`src/rtl/img_pkg.sv`:
```
// img_pkg: shared widths, memory size, reader states and the request bounds check
package img_pkg;
    localparam int ADDR_W = 19;
    localparam int DATA_W = 8;
    localparam int MEM_DEPTH = 262145;
    typedef enum logic [1:0] {IDLE, RUN, FIN} state_t;
    // 20-bit sum so a range ending exactly at the top byte is still legal
    function automatic logic out_of_range(input logic [ADDR_W-1:0] base, input logic [ADDR_W-1:0] len);
        return ({1'b0, base} + {1'b0, len}) > MEM_DEPTH[ADDR_W:0];
    endfunction
endpackage

```
`src/rtl/dram_stream_reader_if.sv`:
```
// dram_stream_reader_if: control, memory-port and stream signals of the reader
interface dram_stream_reader_if;
    import img_pkg::*;
    logic start;
    logic [ADDR_W-1:0] base_addr;
    logic [ADDR_W-1:0] length;
    logic busy;
    logic done;
    logic err;
    logic [ADDR_W-1:0] dAddr;
    logic MEM_WRITE;
    logic [DATA_W-1:0] d_out;
    logic m_valid;
    logic m_ready;
    logic [DATA_W-1:0] m_data;
    modport master (
        input  start, base_addr, length, d_out, m_ready,
        output busy, done, err, dAddr, MEM_WRITE, m_valid, m_data
    );
    modport slave (
        output start, base_addr, length, d_out, m_ready,
        input  busy, done, err, dAddr, MEM_WRITE, m_valid, m_data
    );
endinterface

```
`src/rtl/fifo2.sv`:
```
// fifo2: two-entry synchronous FIFO; push and pop together on a full FIFO keep it full
module fifo2
    import img_pkg::*;
(
    input  logic              clk,
    input  logic              rst,
    input  logic              i_push,
    input  logic              i_pop,
    input  logic [DATA_W-1:0] i_data,
    output logic              o_full,
    output logic              o_empty,
    output logic [DATA_W-1:0] o_head
);
    logic [DATA_W-1:0] r_mem [2];
    logic r_wr;
    logic r_rd;
    logic [1:0] r_cnt;
    logic w_push;
    logic w_pop;
    assign w_pop = i_pop && !o_empty;
    assign w_push = i_push && (!o_full || w_pop);
    assign o_full = r_cnt == 2'd2;
    assign o_empty = r_cnt == 2'd0;
    assign o_head = r_mem[r_rd];
    always_ff @(posedge clk) begin
        if (rst) begin
            r_mem[0] <= '0;
            r_mem[1] <= '0;
            r_wr <= 1'b0;
            r_rd <= 1'b0;
            r_cnt <= 2'd0;
        end else begin
            if (w_push) r_mem[r_wr] <= i_data;
            if (w_push) r_wr <= !r_wr;
            if (w_pop) r_rd <= !r_rd;
            r_cnt <= r_cnt + {1'b0, w_push} - {1'b0, w_pop};
        end
    end
endmodule

```
`src/rtl/dram_stream_reader.sv`:
```
// dram_stream_reader: streams a bounds-checked byte range of the data memory,
// hiding the one-cycle read latency behind a two-entry output FIFO
module dram_stream_reader
    import img_pkg::*;
(
    input logic clk,
    input logic rst,
    dram_stream_reader_if.master bus
);
    state_t r_state;
    state_t w_next;
    logic [ADDR_W-1:0] r_base;
    logic [ADDR_W-1:0] r_len;
    logic [ADDR_W-1:0] r_issued;
    logic [ADDR_W-1:0] r_emitted;
    logic [ADDR_W-1:0] r_addr;
    logic r_inflight;
    logic r_err;
    logic w_start;
    logic w_issue;
    logic w_pop;
    logic w_full;
    logic w_empty;
    logic [1:0] w_fill;
    logic [ADDR_W-1:0] w_addr;
    logic [DATA_W-1:0] w_head;
    assign w_start = r_state == IDLE && bus.start;
    assign w_pop = !w_empty && bus.m_ready;
    assign w_fill = w_full ? 2'd2 : {1'b0, !w_empty};
    assign w_addr = r_base + r_issued;
    // a pop this cycle frees a slot, so the next read may go out now and keep one byte per cycle
    assign w_issue = r_state == RUN && r_issued < r_len
                     && ({1'b0, w_fill} + {2'b0, r_inflight}) < (3'd2 + {2'b0, w_pop});
    always_comb begin
        w_next = r_state;
        if (w_start && !out_of_range(bus.base_addr, bus.length))
            w_next = bus.length == '0 ? FIN : RUN;
        else if (r_state == RUN && w_pop && r_emitted + 1'b1 == r_len)
            w_next = FIN;
        else if (r_state == FIN)
            w_next = IDLE;
    end
    always_ff @(posedge clk) begin
        if (rst) begin
            r_state <= IDLE;
            r_base <= '0;
            r_len <= '0;
            r_issued <= '0;
            r_emitted <= '0;
            r_addr <= '0;
            r_inflight <= 1'b0;
            r_err <= 1'b0;
        end else begin
            r_state <= w_next;
            r_err <= w_start && out_of_range(bus.base_addr, bus.length);
            r_inflight <= w_issue;
            if (w_issue) r_issued <= r_issued + 1'b1;
            if (w_issue) r_addr <= w_addr;
            if (w_pop) r_emitted <= r_emitted + 1'b1;
            if (w_start) begin
                r_base <= bus.base_addr;
                r_len <= bus.length;
                r_issued <= '0;
                r_emitted <= '0;
            end
        end
    end
    fifo2 u_fifo (
        .clk     (clk),
        .rst     (rst),
        .i_push  (r_inflight),
        .i_pop   (w_pop),
        .i_data  (bus.d_out),
        .o_full  (w_full),
        .o_empty (w_empty),
        .o_head  (w_head)
    );
    assign bus.dAddr = w_issue ? w_addr : r_addr;
    assign bus.MEM_WRITE = 1'b0;
    assign bus.busy = r_state == RUN;
    assign bus.done = r_state == FIN;
    assign bus.err = r_err;
    assign bus.m_valid = !w_empty;
    assign bus.m_data = w_head;
endmodule

```
`src/flat_wrapper.sv`:
```
// flat-port wrapper written by rule: the top's interface ports become plain ports
module dram_stream_reader_flat import img_pkg::*;
  (clk, rst, bus_start, bus_base_addr, bus_length, bus_d_out, bus_m_ready, bus_busy, bus_done, bus_err, bus_dAddr, bus_MEM_WRITE, bus_m_valid, bus_m_data);
  dram_stream_reader_if bus_i ();
  input logic clk;
  input logic rst;
  input wire logic [$bits(bus_i.start)-1:0] bus_start;
  input wire logic [$bits(bus_i.base_addr)-1:0] bus_base_addr;
  input wire logic [$bits(bus_i.length)-1:0] bus_length;
  input wire logic [$bits(bus_i.d_out)-1:0] bus_d_out;
  input wire logic [$bits(bus_i.m_ready)-1:0] bus_m_ready;
  output wire logic [$bits(bus_i.busy)-1:0] bus_busy;
  output wire logic [$bits(bus_i.done)-1:0] bus_done;
  output wire logic [$bits(bus_i.err)-1:0] bus_err;
  output wire logic [$bits(bus_i.dAddr)-1:0] bus_dAddr;
  output wire logic [$bits(bus_i.MEM_WRITE)-1:0] bus_MEM_WRITE;
  output wire logic [$bits(bus_i.m_valid)-1:0] bus_m_valid;
  output wire logic [$bits(bus_i.m_data)-1:0] bus_m_data;
  assign bus_i.start = bus_start;
  assign bus_i.base_addr = bus_base_addr;
  assign bus_i.length = bus_length;
  assign bus_i.d_out = bus_d_out;
  assign bus_i.m_ready = bus_m_ready;
  assign bus_busy = bus_i.busy;
  assign bus_done = bus_i.done;
  assign bus_err = bus_i.err;
  assign bus_dAddr = bus_i.dAddr;
  assign bus_MEM_WRITE = bus_i.MEM_WRITE;
  assign bus_m_valid = bus_i.m_valid;
  assign bus_m_data = bus_i.m_data;
  dram_stream_reader u_core (.clk(clk), .rst(rst), .bus(bus_i));
endmodule
```
`config.mk`:
```
export PLATFORM = sky130hd
export DESIGN_NAME = dram_stream_reader_flat
export DESIGN_NICKNAME = d
export VERILOG_FILES = /design/src/rtl/img_pkg.sv /design/src/rtl/dram_stream_reader_if.sv /design/src/rtl/fifo2.sv /design/src/rtl/dram_stream_reader.sv /design/src/flat_wrapper.sv
export SDC_FILE = /design/constraint.sdc
export NUM_CORES = 1
export LEC_CHECK = 0
export BUFFER_PORTS_ARGS = -buffer_cell sky130_fd_sc_hd__buf_2
export CORE_ASPECT_RATIO = 1.1
export CORE_UTILIZATION = 65
export CTS_CLUSTER_SIZE = 20
export DETAILED_ROUTE_END_ITERATION = 10
export PLACE_DENSITY = 0.87
export SYNTH_ARGS = -nofsm -noshare
export SYNTH_HDL_FRONTEND = slang
export SYNTH_HIERARCHICAL = 1
export SYNTH_SLANG_ARGS = --single-unit
```
`constraint.sdc`:
```
create_clock -name clk -period 5.2 [get_ports clk]
set_input_delay 0 -clock clk [delete_from_list [all_inputs] [get_ports clk]]
set_output_delay 0 -clock clk [all_outputs]
set_load 0.02 [all_outputs]
```
==> flow_summary.toml <==
[critical_path]
cp.arrival_ns = 3.51
startpoint_type_of_the_worst_setup_path = "flop"
worstSetupEndpointType = "primary output"
critPathMaxFanout = 24
setup.worst_path.class = "reg2out"
timing.critical_path.required_ns = 5.20

[timing]
report.final.hold_viol_count = 0
slew-limit-headroom = 0.454
clock_skew_ns = 0.0130
max_transition_viols_final = 0
max_freq_mhz = 285
worst-slew-pin-transition_ns = 0.819
tns_ns = 0
min_period_over_period = 0.675
rsz0062_at_grt = "false"
final-setup-viol-count = 0
period_needed_ns = 3.51

[cells_and_area]
share_of_post_route_cells_with_drive_strength_above_1 = 0.137
nets = 1181
diodes = 0
final_cell_area_sq_um = 9460
syn2layout_area_growth_pct = 19.3

[synthesis]
ys_types = 78
yosysTopAreaCell = "sky130_fd_sc_hd__dfxtp_1"
number_of_enable_type_register_cells_in_the_synthesized_netlist = 16
yosysSeqAreaShare = 0.323
synth-async-reset-ratio = 0
yosys.area.top_type_share = 0.263
synthesis.area_sq_um = 7930
synth.net_count = 1073
yosys_warnings = 6
yosysMostFrequentCell = "sky130_fd_sc_hd__nand2_1"
synth.area.top_cells = "sky130_fd_sc_hd__dfxtp_1 26%, sky130_fd_sc_hd__ha_1 9.5%, sky130_fd_sc_hd__nand2_1 6.5%"
post_synthesis_sequential_element_count = 120
synthesis.instances = 961
synth-main-ff-cell = "sky130_fd_sc_hd__dfxtp_1"
post_synth.cell_area_avg_sq_um = 8.25
synth.cells.most_frequent = "138 x sky130_fd_sc_hd__nand2_1, 104 x sky130_fd_sc_hd__dfxtp_1, 97 x sky130_fd_sc_hd__a21oi_1, 63 x sky130_fd_sc_hd__nor2_1, 60 x sky130_fd_sc_hd__ha_1"

[placement]
dpl-instance-area_sq_um = 8360
detailed_placer_s_ending_hpwl_microns = 15000
number_of_port_buffers = 80
gp_congestion = 0.926

[die]
num_io_pins = 82
die_width_microns = 107
chipHeight_microns = 118
design.die.area_sq_um = 12600
floorplan.initialDensity = 0.678
placeableCoreArea_sq_um = 11700
core.rowCount = 41

[drt]
routed_via_density = 6.32
dr.first_iter.drc_count = 1015
drtPass1Iterations = 6
antenna_violating_nets_post_route = 0
routed-via-count = 7789
detail_route.drc_violations = 0
average_wire_length_per_cell_after_detail_routing_microns = 18.6
routed_wirelength_microns = 22900

[power_and_ir_drop]
total_leakage_power_nw = 4.02
worst_ir_drop_vdd_uv = 259
power_density_nw_per_um2 = 287

[clocking]
tritoncts = "built"
clock_path_buffers = 2
clk_root_buffer_cell = "sky130_fd_sc_hd__clkbuf_16"
cts-buffers-inserted = 17
htree_levels = 4
post_cts_buffers = 0
worstSkewPairLatency_ns = 0.42
clock_transition_at_the_registers_of_the_reported_paths_ns = 0.05
clock-sinks = 120

[global_routing]
globalRouteOverflowTotal = 0
grt_first_pass_wirelength_microns = 36600
antenna_found_initial = 0
grt_max_degree = 71
combined_global_route_utilization_of_all_metal_layers = 0.374
grt_pass1_vias = 7384

[status]
outcome = "finished clean"

[min_path]
hp-class = "in2reg"

[flow_run]
maxCapViolCount = 0
stage by stage:
stage	std cells	hold WS, ns	worst slack (ns)	power (W)	util
final	1232	0.193	1.69	0.00271	0.809
after detailed placement	1153	0.227	2.06	0.00141	0.715
after global routing	1232	0.219	1.59	0.00280	0.809
after floorplan	961	0.136	2.42	0.00130	-
after CTS	1232	0.186	1.73	0.00270	0.809
after global placement	1153	0.218	2.17	0.00140	0.715
area by class of cell:
cell class              instances  area (sq um)
well taps                     150           188
flip-flops and latches        120          2560
inverters                      33           124
clock buffers                  25           495
repair buffers                130           893
multi-input cells             767          5060
clock inverters                 7           139
fillers                       785          2230
worst paths after layout:
check / cells past startpoint / slack, ns / start / end
setup / recovery: 9 / 1.69 / u_core/r_issued[10]$_SDFFE_PP0P_ / bus_dAddr[2]
hold / removal: 5 / 0.19 / bus_start / u_core/r_len[6]$_SDFFE_PP0P_
setup reg to reg: 9 / 1.98 / u_core/r_issued[10]$_SDFFE_PP0P_ / u_core/r_addr[2]$_SDFF_PP0_
hold reg to reg: 2 / 0.47 / u_core/r_base[11]$_SDFFE_PP0P_ / u_core/r_base[11]$_SDFFE_PP0P_
per-layer routing:
layer	up-vias	GRT usage	wire length, microns
met5	-	0	0
met4	0	0.217	1350
met3	119	0.0897	1740
met2	448	0.609	10800
met1	3566	0.445	8930
li1	3656	-	-
repair_timing:
item	in CTS	in global routing
resized for setup	0	0
hold buffers	47	0
endpoints found under the hold margin	58	0
critical path: stages (launching register included):
cell,delay (ns)
sky130_fd_sc_hd__dfxtp_1,0.50
sky130_fd_sc_hd__ha_1,0.32
sky130_fd_sc_hd__a21o_1,0.17
sky130_fd_sc_hd__a21o_1,0.18
sky130_fd_sc_hd__a21o_1,0.17
sky130_fd_sc_hd__a21o_1,0.18
sky130_fd_sc_hd__a311o_4,0.36
sky130_fd_sc_hd__a21oi_4,0.61
sky130_fd_sc_hd__mux2_2,0.42
sky130_fd_sc_hd__buf_2,0.16
power by group:
| group | total (W) | switching, W | leakage, nW | internal (W) |
|---|---|---|---|---|
| sequential | 0.00100 | 0.0000279 | 1.01 | 0.000975 |
| clock | 0.00127 | 0.000414 | 0.311 | 0.000852 |
| combinational | 0.000444 | 0.000269 | 2.70 | 0.000175 |
placed cells by master, fill, tap and decap left out, types with 16 or more instances in the layout:
cell / Yosys / layout
sky130_fd_sc_hd__inv_1: 33 / 33
sky130_fd_sc_hd__ha_1: 60 / 60
sky130_fd_sc_hd__xnor2_1: 38 / 38
sky130_fd_sc_hd__dfxtp_1: 104 / 104
sky130_fd_sc_hd__buf_2: 9 / 80
sky130_fd_sc_hd__edfxtp_1: 16 / 16
sky130_fd_sc_hd__a21o_1: 20 / 20
sky130_fd_sc_hd__a21oi_1: 97 / 97
sky130_fd_sc_hd__nand3_1: 21 / 21
sky130_fd_sc_hd__nor2_1: 63 / 63
sky130_fd_sc_hd__nor3_1: 24 / 24
sky130_fd_sc_hd__clkbuf_16: 0 / 17
sky130_fd_sc_hd__xor2_1: 26 / 26
sky130_fd_sc_hd__dlygate4sd3_1: 0 / 47
sky130_fd_sc_hd__o21ai_0: 33 / 33
sky130_fd_sc_hd__and2_1: 21 / 21
sky130_fd_sc_hd__nand4_1: 17 / 17
sky130_fd_sc_hd__nand2_1: 138 / 138
sky130_fd_sc_hd__nor2b_1: 20 / 20
sky130_fd_sc_hd__mux2_2: 16 / 16
state kept, by name, indices dropped and copies added (netlist names), named ones only:
register	count
u_core/u_fifo/r_rd	1
u_core/u_fifo/r_mem	16
u_core/r_addr	19
u_core/r_inflight	1
u_core/r_base	19
u_core/r_issued	19
u_core/r_state	2
u_core/u_fifo/r_cnt	2
u_core/r_len	19
u_core/r_emitted	19
u_core/u_fifo/r_wr	1
u_core/bus.err	1
logic make-up (layout without fill, tap and decap cells):
logic type                 after synthesis  in the layout  synth area share
buffers and inverters                   74            195            0.0388
AOI/OAI and AO/OA                      228            228             0.180
muxes                                   27             27            0.0372
xor gates and xnor gates                64             64            0.0707
and+or+nand+nor                        385            385             0.250
other                                    1              1          0.000473
adders and majority gates               62             62            0.0997
DFF                                    120            120             0.323
(Power assumes the default switching activity.)
